===== config.mk =====
export PLATFORM = sky130hd
export DESIGN_NAME = fifo_write_arbiter
export DESIGN_NICKNAME = d
export VERILOG_FILES = /design/src/rtl/fifo_write_arbiter.sv
export SDC_FILE = /design/constraint.sdc
export NUM_CORES = 1
export LEC_CHECK = 0
export ABC_CLOCK_PERIOD_IN_PS = 1680
export CAP_MARGIN = 40
export CORE_MARGIN = 1
export CORE_UTILIZATION = 33
export CTS_CLUSTER_DIAMETER = 150
export DETAILED_ROUTE_END_ITERATION = 12
export PLACE_DENSITY = 0.77
export SLEW_MARGIN = 20
export SYNTH_ARGS = -nofsm -noshare
export SYNTH_HDL_FRONTEND = slang
export SYNTH_SLANG_ARGS = --single-unit

===== constraint.sdc =====
create_clock -name clkIn -period 1.68 [get_ports clkIn]
set_input_delay 0.252 -clock clkIn [delete_from_list [all_inputs] [get_ports clkIn]]
set_output_delay 0.252 -clock clkIn [all_outputs]
set_load 0.05 [all_outputs]

===== src/rtl/fifo_write_arbiter.sv =====
// Round-robin burst arbiter that shares one FIFO write port among numReq producers.
// Optional macro FIXED_PRIORITY_EN: IDLE arbitration always picks the lowest-indexed requester.
module fifo_write_arbiter #(
  parameter int dataWidth = 8,
  parameter int numReq    = 4,
  parameter int burstLen  = 4
) (
  input  logic                          clkIn,
  input  logic                          rstIn,
  input  logic [numReq-1:0]             reqIn,
  input  logic [numReq*dataWidth-1:0]   dataIn,
  input  logic                          fifoFullIn,
  output logic [numReq-1:0]             grantOut,
  output logic [numReq-1:0]             ackOut,
  output logic                          writeEnableOut,
  output logic [dataWidth-1:0]          dataOut,
  output logic [$clog2(numReq)-1:0]     ownerOut,
  output logic                          busyOut
);
  localparam int OW = $clog2(numReq);
  localparam int CW = $clog2(burstLen + 1);
  localparam logic [CW-1:0] LAST_CNT = CW'(burstLen - 1);

  // Handshake: a word moves when the owner requests and the FIFO is not full;
  // ackOut/writeEnableOut pulse in that same cycle and the producer advances after it.
  typedef enum logic {ST_IDLE = 1'b0, ST_SERVE = 1'b1} state_e;

  state_e            state_q, state_d;
  logic [OW-1:0]     owner_q, owner_d;
  logic [numReq-1:0] grant_q, grant_d;
  logic              busy_q, busy_d;
  logic [CW-1:0]     count_q, count_d;
  logic [OW-1:0]     pick;
  logic              pick_vld;
  logic              accept;
`ifndef FIXED_PRIORITY_EN
  logic [OW-1:0]     ptr_q, ptr_d;
`endif

  // Later loop iterations override earlier ones, so the nearest candidate wins.
  always_comb begin
    pick     = '0;
    pick_vld = 1'b0;
`ifdef FIXED_PRIORITY_EN
    for (int i = numReq - 1; i >= 0; i--) begin
      if (reqIn[i]) begin
        pick     = OW'(i);
        pick_vld = 1'b1;
      end
    end
`else
    for (int k = numReq; k >= 1; k--) begin
      if (reqIn[(int'(ptr_q) + k) % numReq]) begin
        pick     = OW'((int'(ptr_q) + k) % numReq);
        pick_vld = 1'b1;
      end
    end
`endif
  end

  assign accept         = (state_q == ST_SERVE) && reqIn[owner_q] && !fifoFullIn;
  assign writeEnableOut = accept;
  assign dataOut        = dataIn[owner_q*dataWidth +: dataWidth];
  assign grantOut       = grant_q;
  assign ownerOut       = owner_q;
  assign busyOut        = busy_q;

  always_comb begin
    ackOut          = '0;
    ackOut[owner_q] = accept;
  end

  always_comb begin
    state_d = state_q;
    owner_d = owner_q;
    grant_d = grant_q;
    busy_d  = busy_q;
    count_d = count_q;
`ifndef FIXED_PRIORITY_EN
    ptr_d   = ptr_q;
`endif
    case (state_q)
      ST_IDLE: begin
        if (pick_vld) begin
          state_d       = ST_SERVE;
          owner_d       = pick;
          grant_d       = '0;
          grant_d[pick] = 1'b1;
          busy_d        = 1'b1;
          count_d       = '0;
        end
      end
      ST_SERVE: begin
        // A stalled word neither counts nor releases; only a dropped request or a full burst ends ownership.
        if (!reqIn[owner_q] || (accept && count_q == LAST_CNT)) begin
          state_d = ST_IDLE;
          grant_d = '0;
          busy_d  = 1'b0;
`ifndef FIXED_PRIORITY_EN
          ptr_d   = owner_q;
`endif
        end else if (accept) begin
          count_d = count_q + 1'b1;
        end
      end
      default: state_d = ST_IDLE;
    endcase
  end

  always_ff @(posedge clkIn) begin
    if (!rstIn) begin
      state_q <= ST_IDLE;
      owner_q <= '0;
      grant_q <= '0;
      busy_q  <= 1'b0;
      count_q <= '0;
`ifndef FIXED_PRIORITY_EN
      ptr_q   <= OW'(numReq - 1);
`endif
    end else begin
      state_q <= state_d;
      owner_q <= owner_d;
      grant_q <= grant_d;
      busy_q  <= busy_d;
      count_q <= count_d;
`ifndef FIXED_PRIORITY_EN
      ptr_q   <= ptr_d;
`endif
    end
  end
endmodule


==> flow_summary.toml <==
[global_route]
grtUsageTotal = 0.187
grt_max_degree = 16
grt_pass1_wl_um = 3990
antenna_found_initial = 0
first_global_vias = 969
gr-total-overflow = 0

[placed_design]
placedInstanceArea_um2 = 1600
pre_cts_slack_ps = -336
dp_hpwl_um = 2320
gp_congestion = 0.782
io_buffers = 58
dp.cells = 186

[final_layout]
drive_gt1_frac = 0.388
fin_util = 0.677
design_area_um2 = 1740
num_antenna_cells = 0
nets = 207
syn2layout_area_growth_pct = 86.3
layout_common_cells = "clkdlybuf4s50_1 (34), buf_4 (19), buf_6 (12)"
final_common_cell = "clkdlybuf4s50_1"
stdcell_count = 195

[job]
maxCapViolCount = 0

[run_status]
violations = "negative setup slack"
status = "finished with violations"

[worst_hold_path]
hp-class = "flip-flop to flip-flop"
hold_start = "grantOut[2]$_SDFFE_PN0P_"
holdPathEnd = "grantOut[2]$_SDFFE_PN0P_"
hold_path_depth = 2

[synth]
synth_cell_types = 37
ys_ff_latch = 13
syn-instance-count = 92
synth.area.mux_share = 0.255
syn-num-nets = 133
synth_xor_area_frac = 0
synth.yosys.seq_area_share = 0.279
synth-simple-area-share = 0.221
synth_area_per_cell_um2 = 10.1
synth_compound_area_frac = 0.162
yosys_warnings = 0
yosys.area_share.adder = 0.0268
netlist_area_um2 = 933
synth_top_family_by_area = "multiplexers"

[clock_network]
clkTransAtPathRegs_ps = 80
root_buffer = "clkbuf_4"
hold_buffers = 0
cts_max_path_buffers = 2
clk_latency_ps = 280
cts_tree = "yes"
cts.sinks = 13
cts_made_buffers = 3
cts.htree.levels = 1

[timing]
fmax_ghz = 0.509
worst_pin_slew_ps = 456
setup_viol = 19
worst_slack_ps = -285
relSlewSlack = 0.695
slew_viol_final = 0
finalClockSkew_ps = 5.97
rsz0062_at_grt = "yes"
hold_viol = 0
period_needed_ps = 1960
fin_crit_sh = 1.17

[power_and_ir_drop]
p_leak_nw = 0.716
finalPower_mw = 1.24
p_per_area_nw_per_um2 = 716
ir_worst_vdd_uv = 654

[worst_setup_path]
r2r-end = "ptr_q[1]$_SDFFE_PN1P_"
cp.required_ps = 1430
rr_worst_depth = 6
end_kind = "primary output"
max_stage_delay_ps = 520
crit_path_top_delay_cell = "mux4_2"
regToRegSetupSlack_ps = -90
cp_cell_sequence = "mux4_2 > and2_4 > and3b_2 > buf_8"
cp_max_fo = 6
worstSetupPathType = "flip-flop to primary output"
cp.arrival_ps = 1710
start_kind = "flip-flop"
r2r-start = "ownerOut[0]$_SDFFE_PN0P_"

[floorplanning]
num_rows = 18
ioPinCount = 59
die_x_um = 55.2
core_area_um2 = 2570
die-area_um2 = 3050
start_util = 0.364
die-height_um = 55.2

[routing]
drc = 0
wl_per_cell_um = 16.7
drt-total-wl_um = 3250
drt_iter0_markers = 15
vias = 1058
drtAntennaViolNets = 0
viasPerCell = 5.43
drtPass1Iterations = 4
## metal layers
metal,share of wire,track usage,vias to the layer above
met5,0,0,-
met4,0.024,0.104,0
met3,0.070,0.0191,9
met2,0.57,0.392,43
met1,0.34,0.169,507
li1,-,-,499
## metrics by stage
stage / TNS (ps) / hold WS, ps
2_1_floorplan: -1360 / 392
3_3_place_gp: -3110 / 458
3_5_place_dp: -3890 / 462
4_1_cts: -3000 / 489
5_1_grt: -3150 / 499
6_report: -2460 / 480
## cell usage after synthesis (all sizes together)
master	count	area [µm²]
and2	2	15.0
and3b	1	8.76
nand2	9	33.8
a21boi	1	7.51
a21oi	4	31.3
nor2b	4	25.0
buf	5	37.5
nand3b	2	18.8
mux4	9	218
inv	3	11.3
ha	2	25.0
dfxtp	13	260
nand2b	2	20.0
a311oi	1	8.76
o221a	1	11.3
nand3	4	20.0
o21ai	2	10.0
mux2i	2	20.0
a31oi	1	6.26
o221ai	1	8.76
o211ai	1	7.51
nor3b	1	7.51
a22oi	1	7.51
and3	3	18.8
nor4	1	6.26
clkbuf	1	3.75
o21a	3	22.5
nor2	7	26.3
o32ai	2	17.5
o22ai	2	12.5
or2	1	6.26
## cell families after synthesis
kind of cell | Yosys count
simple gates | 37
buf+inv | 9
compound gates | 20
flops | 13
mux | 11
fa+ha+maj | 2
## worst max path at each step
stage / startpoint / endpoint / slack (ps) / cells after the start
floorplan: ownerOut[0]$_SDFFE_PN0P_ / ackOut[2] / -320 / 5
global placement: reqIn[3] / ackOut[2] / -300 / 5
detailed placement: reqIn[3] / ackOut[2] / -340 / 5
CTS: ownerOut[0]$_SDFFE_PN0P_ / ackOut[2] / -290 / 4
global route: ownerOut[0]$_SDFFE_PN0P_ / ackOut[2] / -310 / 4
finish: ownerOut[0]$_SDFFE_PN0P_ / ackOut[2] / -280 / 4
## critical path: cells and delay by family, from the launching register on
family	cells	cell delay [ps]
multiplexers	1	520
AND/OR/NAND/NOR	2	400
flip-flops	1	360
buffers and inverters	1	150
## where the power goes
part | internal (mW) | switching [mW] | leakage [nW]
combinational | 0.333 | 0.361 | 0.591
clock | 0.0885 | 0.106 | 0.0177
sequential | 0.335 | 0.0209 | 0.108
total | 0.757 | 0.488 | 0.716
## repair_timing
action,CTS,global route
buffers inserted,0,5
setup endpoints to repair,13,14
hold endpoints to repair,0,0
pin swaps,1,2
gates resized for setup,10,21
## final cells by class
cell class | count | area (µm²)
flip-flops and latches | 13 | 265
repair buffers | 75 | 758
fillers | 198 | 828
well taps | 30 | 37.5
clock inverters | 1 | 5.00
inverters | 3 | 11.3
clock buffers | 3 | 22.5
multi-input cells | 70 | 639
## registers in the layout (all words and copies together), names as in the netlist
signal / count
grantOut: 4
count_q: 3
ownerOut: 2
ptr_q: 2
busyOut: 1
state_q: 1
(Power assumes the default switching activity.)
